File: config.mk
export PLATFORM = sky130hd
export DESIGN_NAME = uc_multiciclo
export DESIGN_NICKNAME = d
export VERILOG_FILES = /design/src/rtl/uc_pkg.sv /design/src/rtl/uc_decode.sv /design/src/rtl/uc_multiciclo.sv
export SDC_FILE = /design/constraint.sdc
export NUM_CORES = 1
export LEC_CHECK = 0
export ABC_AREA = 1
export CAP_MARGIN = 20
export CORE_MARGIN = 1
export CORE_UTILIZATION = 55
export DETAILED_ROUTE_END_ITERATION = 12
export PLACE_DENSITY = 0.95
export SYNTH_ARGS = -nofsm -noshare
export SYNTH_HDL_FRONTEND = slang
export SYNTH_SLANG_ARGS = --single-unit
File: constraint.sdc
create_clock -name clk -period 5.8 [get_ports clk]
set_clock_uncertainty 0.05 [all_clocks]
set_input_delay 1.74 -clock clk [delete_from_list [all_inputs] [get_ports clk]]
set_output_delay 1.74 -clock clk [all_outputs]
set_load 0.01 [all_outputs]
File: src/rtl/uc_pkg.sv
// Shared definitions for the multicycle control unit: opcode encodings,
// instruction classes, FSM states and the control-vector type.
package uc_pkg;

    localparam int OPCODE_W_DEF    = 6;
    localparam int ALU_OP_W_DEF    = 3;
    localparam int STACK_DEPTH_DEF = 8;
    localparam int TIMEOUT_DEF     = 255;

    localparam logic [3:0] OP_LOADINM_PFX = 4'b1000;
    localparam logic [5:0] OP_JZ   = 6'b100100;
    localparam logic [5:0] OP_JNZ  = 6'b100101;
    localparam logic [5:0] OP_JMP  = 6'b100110;
    localparam logic [5:0] OP_CALL = 6'b100111;
    localparam logic [5:0] OP_RET  = 6'b101000;
    localparam logic [5:0] OP_IN   = 6'b101001;
    localparam logic [5:0] OP_OUT  = 6'b101010;
    localparam logic [5:0] OP_HALT = 6'b111111;

    typedef enum logic [3:0] {
        CL_NOP,
        CL_ARITH,
        CL_LOADINM,
        CL_JZ,
        CL_JNZ,
        CL_JMP,
        CL_CALL,
        CL_RET,
        CL_IN,
        CL_OUT,
        CL_HALT
    } op_class_t;

    typedef enum logic [1:0] {
        ST_RUN,
        ST_PORT_WAIT,
        ST_HALT
    } state_t;

    typedef struct packed {
        logic s_inc;
        logic s_ret;
        logic s_inm;
        logic s_port;
        logic we3;
        logic wez;
        logic pc_en;
        logic port_req;
        logic port_we;
        logic push;
        logic pop;
    } ctrl_t;

    // Sequential fetch with nothing written; the base of every other vector.
    function automatic ctrl_t ctrl_nop(input logic pc_en);
        ctrl_t c;
        c       = '0;
        c.s_inc = 1'b1;
        c.pc_en = pc_en;
        return c;
    endfunction

endpackage

File: src/rtl/uc_decode.sv
// Combinational opcode/z decoder. Produces the instruction class and the
// control vector assuming the stack and port are always available.
module uc_decode
    import uc_pkg::*;
#(
    parameter int OPCODE_W = OPCODE_W_DEF
) (
    input  logic [OPCODE_W-1:0] opcode,
    input  logic                z,
    output op_class_t           op_class,
    output ctrl_t               ctrl
);

    logic [5:0] op6;
    assign op6 = opcode[OPCODE_W-1 -: 6];

    always_comb begin
        op_class = CL_NOP;
        if (!op6[5]) begin
            op_class = CL_ARITH;
        end else if (op6[5:2] == OP_LOADINM_PFX) begin
            op_class = CL_LOADINM;
        end else begin
            case (op6)
                OP_JZ:   op_class = CL_JZ;
                OP_JNZ:  op_class = CL_JNZ;
                OP_JMP:  op_class = CL_JMP;
                OP_CALL: op_class = CL_CALL;
                OP_RET:  op_class = CL_RET;
                OP_IN:   op_class = CL_IN;
                OP_OUT:  op_class = CL_OUT;
                OP_HALT: op_class = CL_HALT;
                default: op_class = CL_NOP;
            endcase
        end
    end

    always_comb begin
        ctrl = ctrl_nop(1'b1);
        case (op_class)
            CL_ARITH: begin
                ctrl.we3 = 1'b1;
                ctrl.wez = 1'b1;
            end
            CL_LOADINM: begin
                ctrl.we3   = 1'b1;
                ctrl.s_inm = 1'b1;
            end
            CL_JZ:  ctrl.s_inc = ~z;
            CL_JNZ: ctrl.s_inc = z;
            CL_JMP: ctrl.s_inc = 1'b0;
            CL_CALL: begin
                ctrl.push  = 1'b1;
                ctrl.s_inc = 1'b0;
            end
            CL_RET: begin
                ctrl.pop   = 1'b1;
                ctrl.s_ret = 1'b1;
                ctrl.s_inc = 1'b0;
            end
            CL_IN: begin
                ctrl.port_req = 1'b1;
                ctrl.pc_en    = 1'b0;
            end
            CL_OUT: begin
                ctrl.port_req = 1'b1;
                ctrl.port_we  = 1'b1;
                ctrl.pc_en    = 1'b0;
            end
            CL_HALT: ctrl.pc_en = 1'b0;
            default: ctrl = ctrl_nop(1'b1);
        endcase
    end

endmodule

File: src/rtl/uc_multiciclo.sv
// Multicycle control unit: wraps the decoder with the RUN/PORT_WAIT/HALT FSM,
// the port-wait timeout counter, the call depth counter and sticky status.
//
//   state        | meaning
//   ST_RUN       | normal decode, one instruction per cycle
//   ST_PORT_WAIT | IN/OUT issued, PC stalled until ack or timeout
//   ST_HALT      | stopped, everything disabled until reset
module uc_multiciclo
    import uc_pkg::*;
#(
    parameter int OPCODE_W    = OPCODE_W_DEF,
    parameter int ALU_OP_W    = ALU_OP_W_DEF,
    parameter int STACK_DEPTH = STACK_DEPTH_DEF,
    parameter int TIMEOUT     = TIMEOUT_DEF
) (
    input  logic                clk,
    input  logic                reset,
    input  logic [OPCODE_W-1:0] opcode,
    input  logic                z,
    input  logic                port_ack,
    output logic                s_inc,
    output logic                s_ret,
    output logic                s_inm,
    output logic                s_port,
    output logic                we3,
    output logic                wez,
    output logic [ALU_OP_W-1:0] op_alu,
    output logic                pc_en,
    output logic                port_req,
    output logic                port_we,
    output logic                push,
    output logic                pop,
    output logic                halted,
    output logic                err_port,
    output logic                err_stack
);

    localparam int DEPTH_W = $clog2(STACK_DEPTH + 1);
    localparam int CNT_W   = $clog2(TIMEOUT + 1);
    localparam logic [DEPTH_W-1:0] DEPTH_MAX = DEPTH_W'(STACK_DEPTH);
    localparam logic [CNT_W-1:0]   CNT_MAX   = CNT_W'(TIMEOUT);

    op_class_t op_class;
    ctrl_t     dec_ctrl;
    ctrl_t     ctrl;

    state_t             state_q, state_d;
    logic [DEPTH_W-1:0] depth_q, depth_d;
    logic [CNT_W-1:0]   cnt_q, cnt_d;
    logic               is_out_q, is_out_d;
    logic               err_port_q, err_port_d;
    logic               err_stack_q, err_stack_d;

    uc_decode #(
        .OPCODE_W (OPCODE_W)
    ) u_decode (
        .opcode   (opcode),
        .z        (z),
        .op_class (op_class),
        .ctrl     (dec_ctrl)
    );

    always_ff @(posedge clk) begin
        if (reset) begin
            state_q     <= ST_RUN;
            depth_q     <= '0;
            cnt_q       <= '0;
            is_out_q    <= 1'b0;
            err_port_q  <= 1'b0;
            err_stack_q <= 1'b0;
        end else begin
            state_q     <= state_d;
            depth_q     <= depth_d;
            cnt_q       <= cnt_d;
            is_out_q    <= is_out_d;
            err_port_q  <= err_port_d;
            err_stack_q <= err_stack_d;
        end
    end

    always_comb begin
        ctrl        = dec_ctrl;
        state_d     = state_q;
        depth_d     = depth_q;
        cnt_d       = cnt_q;
        is_out_d    = is_out_q;
        err_port_d  = err_port_q;
        err_stack_d = err_stack_q;

        case (state_q)
            ST_RUN: begin
                case (op_class)
                    CL_CALL: begin
                        if (depth_q < DEPTH_MAX) begin
                            depth_d = depth_q + 1'b1;
                        end else begin
                            ctrl        = ctrl_nop(1'b1);
                            err_stack_d = 1'b1;
                        end
                    end
                    CL_RET: begin
                        if (depth_q != '0) begin
                            depth_d = depth_q - 1'b1;
                        end else begin
                            ctrl        = ctrl_nop(1'b1);
                            err_stack_d = 1'b1;
                        end
                    end
                    CL_IN, CL_OUT: begin
                        cnt_d    = '0;
                        is_out_d = (op_class == CL_OUT);
                        if (port_ack) begin
                            ctrl.pc_en  = 1'b1;
                            ctrl.we3    = (op_class == CL_IN);
                            ctrl.s_port = (op_class == CL_IN);
                        end else begin
                            state_d = ST_PORT_WAIT;
                        end
                    end
                    CL_HALT: state_d = ST_HALT;
                    default: ;
                endcase
            end
            ST_PORT_WAIT: begin
                ctrl          = ctrl_nop(1'b0);
                ctrl.port_req = 1'b1;
                ctrl.port_we  = is_out_q;
                cnt_d         = cnt_q + 1'b1;
                // An ack in the timeout cycle still counts as a normal completion.
                if (port_ack) begin
                    ctrl.pc_en  = 1'b1;
                    ctrl.we3    = ~is_out_q;
                    ctrl.s_port = ~is_out_q;
                    state_d     = ST_RUN;
                end else if (cnt_d == CNT_MAX) begin
                    ctrl.pc_en = 1'b1;
                    err_port_d = 1'b1;
                    state_d    = ST_RUN;
                end
            end
            ST_HALT: ctrl = ctrl_nop(1'b0);
            default: begin
                ctrl    = ctrl_nop(1'b0);
                state_d = ST_RUN;
            end
        endcase

        if (reset) begin
            ctrl = ctrl_nop(1'b0);
        end
    end

    assign s_inc     = ctrl.s_inc;
    assign s_ret     = ctrl.s_ret;
    assign s_inm     = ctrl.s_inm;
    assign s_port    = ctrl.s_port;
    assign we3       = ctrl.we3;
    assign wez       = ctrl.wez;
    assign pc_en     = ctrl.pc_en;
    assign port_req  = ctrl.port_req;
    assign port_we   = ctrl.port_we;
    assign push      = ctrl.push;
    assign pop       = ctrl.pop;
    assign op_alu    = reset ? '0 : opcode[ALU_OP_W+1:2];
    assign halted    = (state_q == ST_HALT);
    assign err_port  = err_port_q;
    assign err_stack = err_stack_q;

endmodule

# Word level (Yosys, flattened, before mapping)

Index checks and enable logic that the tools add are counted.
Widths: inputs -> output; s select.

Flip-flop bits (word level): 17
Memories kept: 0
Word-level logic and storage cells: 98
Bits in latches: 0
Input bits: 10
Memory bits (read-only): 0
RAM bits: 0
Output and inout port bits: 17

Bitwise gates (word level): 4
$add $sub $neg: 3
Multiplexer cells: 40
Magnitude comparators: 1
Reduce and logical (&&, ||, !) cells: 14
Shift-type cells: 0
Divide/modulo/power cells: 0
Equality and inequality tests: 30
$mul: 0

Operator list:

| cell                | number |
|---|---|
| $eq 6x6->1 const B  | 8 |
| $mux 11             | 3 |
| $pmux 4 s8          | 1 |
| $pmux 11 s2         | 1 |
| $eq 4x3->1 const B  | 4 |
| $eq 4x4->1 const B  | 4 |
| $mux 4              | 4 |
| $pmux 4 s2          | 2 |
| $pmux 8 s2          | 1 |
| $mux 1              | 13 |
| $pmux 2 s3          | 2 |
| $reduce_and 4->1    | 3 |
| $mux 2              | 5 |
| $ne 2x2->1 const B  | 5 |
| $add 8x1->8 const B | 1 |
| $eq 4x2->1 const B  | 2 |
| $eq 8x8->1 const B  | 1 |
| $mux 8              | 1 |
| $ne 3x3->1 const B  | 2 |
| $pmux 1 s3          | 2 |
| $pmux 3 s2          | 1 |
| $reduce_or 3->1     | 2 |
| $add 4x1->4 const B | 1 |
| $eq 4x1->1 const B  | 1 |
| other kinds (15)    | 22 |

# Depth between registers and ports, before layout

Depth in word-level cells: 11
Mapped depth: 12
Mapped depth without buffers: 11

# By module

A second synthesis with hierarchy kept.

Cells, all modules: 257
Area total of the unflattened synthesis: 1,556.5 um2

By module, submodules not included:

| module        | sequential area each (um2) | cells each | area each (um2) | times used |
|---|---|---|---|---|
| uc_multiciclo | 340.3                      | 206        | 1,307.5         | 1 |
| uc_decode     | 0.0                        | 51         | 249.0           | 1 |

# Least setup slack after synthesis

Ideal clock, no wire load.

Kind: input-to-output
Start: in opcode[1]
End: out s_ret
Cell stages on the path: 7
Data required time: 4.010 ns
Data arrival time: 2.787 ns
Setup slack: 1.223 ns
Buffers on the path: 1
Cell sequence: nor2_1 > inv_2 > nor2_4 > ha_1 > nand2_1 > a21oi_1 > buf_4

Longest elaborated chain between the ends: 10
Elaborated cells between the ends (all ways): 19
Those cells by class: eq/ne: 10; mux: 9

RTL lines:

| item                       | line                                      | text |
|---|---|---|
| start: declaration         | uc_multiciclo.sv:18                       | `input logic [OPCODE_W-1:0] opcode,` |
| $eq 6x6->1                 | uc_decode.sv:24                           | `case (op6)` |
| $pmux 4 s8 *               | uc_decode.sv:24                           |  |
| $mux 4 *                   | uc_decode.sv:21                           | `end else if (op6[5:2] == OP_LOADINM_PFX) begin` |
| $mux 4 *                   | uc_decode.sv:19                           | `if (!op6[5]) begin` |
| $eq 4x3->1                 | uc_decode.sv:40, uc_multiciclo.sv:92      |  |
| $mux 1                     | uc_decode.sv:40                           | `case (op_class)` |
| $mux 11 (on tied branches) | uc_multiciclo.sv:102, uc_multiciclo.sv:94 |  |
| $pmux 3 s2 *               | uc_multiciclo.sv:92                       | `case (op_class)` |
| $pmux 11 s2 *              | uc_multiciclo.sv:90                       | `case (state_q)` |
| $mux 11 *                  | uc_multiciclo.sv:148                      | `if (reset) begin` |
| end: declaration           | uc_multiciclo.sv:22                       | `output logic s_ret,` |

Every way passes the cells marked *; elsewhere a longest branch is shown, timed or not.

# Worst setup path in the final report

Start: in opcode[5]
End: out we3

Longest elaborated chain between the ends: 11
Elaborated cells between the ends (all ways): 27
Those cells by class: eq/ne: 15; mux: 10; reduce/logical: 2

RTL lines:

| item                                     | line                 | text |
|---|---|---|
| $eq 6x6->1                               | uc_decode.sv:24      |  |
| $pmux 4 s8                               | uc_decode.sv:24      |  |
| $mux 4                                   | uc_decode.sv:21      |  |
| $mux 4 *                                 | uc_decode.sv:19      |  |
| $eq 4x1->1 or $eq 4x2->1 (tied branches) | uc_decode.sv:40      |  |
| $reduce_or 2->1 (no source line)         | --                   |  |
| $mux 1                                   | uc_decode.sv:40      |  |
| $mux 2, or another cell as far along     | uc_multiciclo.sv:112 | `if (port_ack) begin` |
| $pmux 2 s3 *                             | uc_multiciclo.sv:92  |  |
| $pmux 11 s2 *                            | uc_multiciclo.sv:90  |  |
| $mux 11 *                                | uc_multiciclo.sv:148 |  |
| end: declaration                         | uc_multiciclo.sv:25  | `output logic we3,` |

Marks and branches as above.

==> metrics.log <==
INFO  metric status = finished, final reports clean
INFO  metric path_class = primary input to primary output
INFO  metric commonest_non_fill_non_tap_cell_in_the_layout = sky130_fd_sc_hd__nand2_1
INFO  metric final_cells = 268
INFO  metric power.switching = 0.06300 mW
INFO  metric clock_latency = 0.31 ns
INFO  metric layout.cells.most_common_list = sky130_fd_sc_hd__nand2_1, sky130_fd_sc_hd__nor2_1, sky130_fd_sc_hd__clkdlybuf4s50_1
INFO  metric design.portCount = 27
INFO  metric drtPass1Iterations = 5
INFO  metric grt_start_max_net_pins = 12
INFO  metric grt_first_pass_wirelength = 5264 um
INFO  metric total_power = 0.2242 mW
INFO  metric rows = 17
INFO  metric clkPwrFrac = 0.294
INFO  metric worstRegToRegCells = 6
INFO  metric timing.rr.end = err_port$_SDFFE_PP0P_
INFO  metric synthDominantCellAreaShare = 0.2530
INFO  metric chipHeight = 51.45 um
INFO  metric synth-main-ff-cell = sky130_fd_sc_hd__dfxtp_1
INFO  metric die_w = 51.45 um
INFO  metric area_grow_syn2layout = 22.33%
INFO  metric cts_htree_levels = 1
INFO  metric sw_frac_of_total = 0.2810
INFO  metric nets = 257
INFO  metric worst_hold_path_type = flop to flop
INFO  metric place_inst = 264
INFO  metric irDropWorstVdd = 122.4 uV
INFO  metric design.die.area = 2647 um^2
INFO  metric synth.lib_cells_used.distinct = 33
INFO  metric design.core.area = 2255 um^2
INFO  metric number_of_pins_with_negative_max_slew_slack_in_the_final_report = 0
INFO  metric cts_max_path_buffers = 2
INFO  metric io_buffers = 26
INFO  metric tritoncts_num_sinks = 17
INFO  metric sequential_to_total_area_share_from_yosys_stat = 0.2530
INFO  metric cts-resized-gates = 0
INFO  metric via_count = 1428
INFO  metric post_syn_area = 1345 um^2
INFO  metric min_path_cells = 2
INFO  metric cts.reportedPaths.clkPinSlew = 0.09 ns
INFO  metric rsz0062_at_grt = no
INFO  metric internal_power = 0.1612 mW
INFO  metric initialDrtViolationCount = 38
INFO  metric start_util = 0.5966
INFO  metric setup.worst_path.start_class = primary input
INFO  metric place_area = 1618 um^2
INFO  metric tritoncts.num_buffers = 3
INFO  metric min_delay_worst_endpoint = err_port$_SDFFE_PP0P_
INFO  metric netlist_top_cells_area = sky130_fd_sc_hd__dfxtp_1, sky130_fd_sc_hd__nand2_1, sky130_fd_sc_hd__nor2_1, sky130_fd_sc_hd__nand3_1, sky130_fd_sc_hd__inv_1
INFO  metric total_non_filler_cell_area_in_the_finished_layout = 1645 um^2
INFO  metric postRouteAntennaNets = 0
INFO  metric gp_congestion = 0.9581
INFO  metric crit_arrival = 3.82 ns
INFO  metric dp_hpwl = 2511 um
INFO  metric antenna_violations_before_repair = 0
INFO  metric final-setup-viol-count = 0
INFO  metric cts_hold_buf = 0
INFO  metric clockRootBuffer = sky130_fd_sc_hd__clkbuf_4
INFO  metric grt.overflow.total = 0
INFO  metric hold_path.startpoint = err_port$_SDFFE_PP0P_
INFO  metric setup_tns = 0 ns
INFO  metric cap_viol_max_count = 0
INFO  metric endpoint_kind_of_the_worst_setup_timing_path = primary output
INFO  metric final-hold-violation-count = 0
INFO  metric reg2reg_from = state_q[0]$_SDFFE_PP0P_
INFO  metric antenna_diode_count = 0
INFO  metric syn-instance-count = 214
INFO  metric wire_per_inst = 11.75 um
INFO  metric post_synth.cell_area_avg = 6.285 um^2
INFO  metric area_of_combinational_cells_with_multiple_inputs = 849.6 um^2
INFO  metric edff_count_synth = 0
INFO  metric drt_drc_violations_left = 0
INFO  metric postSynthNetCount = 230
INFO  metric power-per-cell-area = 136.2 nW/um^2
INFO  metric highest_clock_rate = 178.3 MHz
INFO  metric cts_tree = done
INFO  metric viasPerCell = 5.328
INFO  metric worst-endpoint-required = 4.01 ns
INFO  metric synth.ff_latch_count = 17
INFO  metric final_layout_size_suffix_gt1_frac = 0.1083
INFO  metric seqPwrFrac = 0.529
INFO  metric synth.largest_area_cell = sky130_fd_sc_hd__dfxtp_1
INFO  metric warnings_from_yosys = 0
INFO  metric slew_headroom = 0.5198
INFO  metric power_frac_comb = 0.177
INFO  metric filler_cell_count = 182
INFO  metric ys_async_sr_fraction = 0
INFO  metric wirelength = 3148 um
INFO  metric register_to_register_path_setup_slack = 4.06 ns
INFO  metric ff_latch_area = 340.3 um^2
INFO  metric period_minus_slack = 5.608 ns
INFO  metric static_power_due_to_leakage = 0.6897 nW
INFO  metric grt_usage = 0.2670
INFO  metric via_count_of_the_first_global_routing_pass = 1323
INFO  metric timing.final.crit_share = 0.9669
INFO  metric tightestPinTransition = 0.7176 ns
INFO  metric timing.critical_path.fanout_max = 5
INFO  metric number_of_setup_buffers_added_after_cts = 0
[through the flow]
step	setup slack, ns	hold WS [ns]	util
detailed placement	0.2146	0.3963	0.7175
floorplan	1.223	0.3974	-
CTS	0.2072	0.4123	0.7297
global placement	0.2343	0.3918	0.7175
global route	0.04094	0.4472	0.7297
finish	0.1917	0.4069	0.7297
[synthesized netlist by cell type, types with 2 or more instances]
| cell type | instances |
|---|---|
| sky130_fd_sc_hd__nor3_1 | 2 |
| sky130_fd_sc_hd__nand4_1 | 6 |
| sky130_fd_sc_hd__nand3_1 | 21 |
| sky130_fd_sc_hd__nand2_4 | 2 |
| sky130_fd_sc_hd__nor2_4 | 2 |
| sky130_fd_sc_hd__nand2_2 | 3 |
| sky130_fd_sc_hd__nor2_2 | 2 |
| sky130_fd_sc_hd__buf_4 | 4 |
| sky130_fd_sc_hd__a21oi_1 | 16 |
| sky130_fd_sc_hd__inv_2 | 5 |
| sky130_fd_sc_hd__clkbuf_1 | 2 |
| sky130_fd_sc_hd__dfxtp_1 | 17 |
| sky130_fd_sc_hd__o21ai_0 | 3 |
| sky130_fd_sc_hd__xor2_1 | 3 |
| sky130_fd_sc_hd__nor2_1 | 31 |
| sky130_fd_sc_hd__inv_1 | 24 |
| sky130_fd_sc_hd__nand2_1 | 51 |
| sky130_fd_sc_hd__ha_1 | 5 |
[critical path: stages]
cell,delay [ns]
sky130_fd_sc_hd__clkdlybuf4s50_1,0.57
sky130_fd_sc_hd__nand2_1,0.15
sky130_fd_sc_hd__nor2_1,0.16
sky130_fd_sc_hd__nand3_1,0.14
sky130_fd_sc_hd__inv_2,0.14
sky130_fd_sc_hd__nand3_1,0.09
sky130_fd_sc_hd__nand2_1,0.06
sky130_fd_sc_hd__nand3_1,0.06
sky130_fd_sc_hd__a21oi_1,0.15
sky130_fd_sc_hd__clkdlybuf4s50_1,0.55
[cell type report]
type,count,share of cell area
multi-input cells,161,0.5163
clock inverters,1,0.003042
flip-flops and latches,17,0.2068
well taps,28,0.02129
repair buffers,28,0.1673
inverters,30,0.07148
clock buffers,3,0.01369
[sequential cells by signal (all words and copies together), names as in the netlist]
name,flops
is_out_q,1
state_q,2
err_port,1
depth_q,4
cnt_q,8
err_stack,1
[power by group through the flow]
stage	registers (mW)	clock network, mW	logic [mW]
finish	0.119	0.0659	0.0397
global route	0.119	0.0748	0.0433
CTS	0.119	0.0663	0.0395
detailed placement	0.121	0	0.0393
global placement	0.121	0	0.0389
floorplan	0.121	0	0.0201
[per-layer routing]
metal / up-vias / global-route usage / share of wire / wire, um
met4: 0 / 0.07658 / 0.0079 / 25
met1: 659 / 0.3043 / 0.47 / 1493
li1: 738 / - / - / -
met5: - / 0 / 0 / 0
met2: 26 / 0.4827 / 0.49 / 1539
met3: 5 / 0.06845 / 0.029 / 90
[how the worst max path moves through the flow]
stage / cells after the start / slack [ns] / endpoint / from
5_1_grt: 12 / 0.04 / we3 / opcode[4]
6_report: 10 / 0.19 / we3 / opcode[5]
2_1_floorplan: 7 / 1.22 / s_ret / opcode[1]
4_1_cts: 9 / 0.21 / pop / opcode[5]
3_5_place_dp: 10 / 0.21 / we3 / opcode[5]
3_3_place_gp: 12 / 0.23 / we3 / opcode[4]
[cell families after synthesis]
group                    count (synthesis)  synth area share
AND/OR/NAND/NOR                        123            0.4158
buffers and inverters                   36            0.1154
AO/OA/AOI/OAI                           29            0.1349
flip-flops                              17            0.2530
adder cells (fa/ha/maj)                  6           0.06140
XOR/XNOR                                 3           0.01954
(Power assumes the default switching activity.)
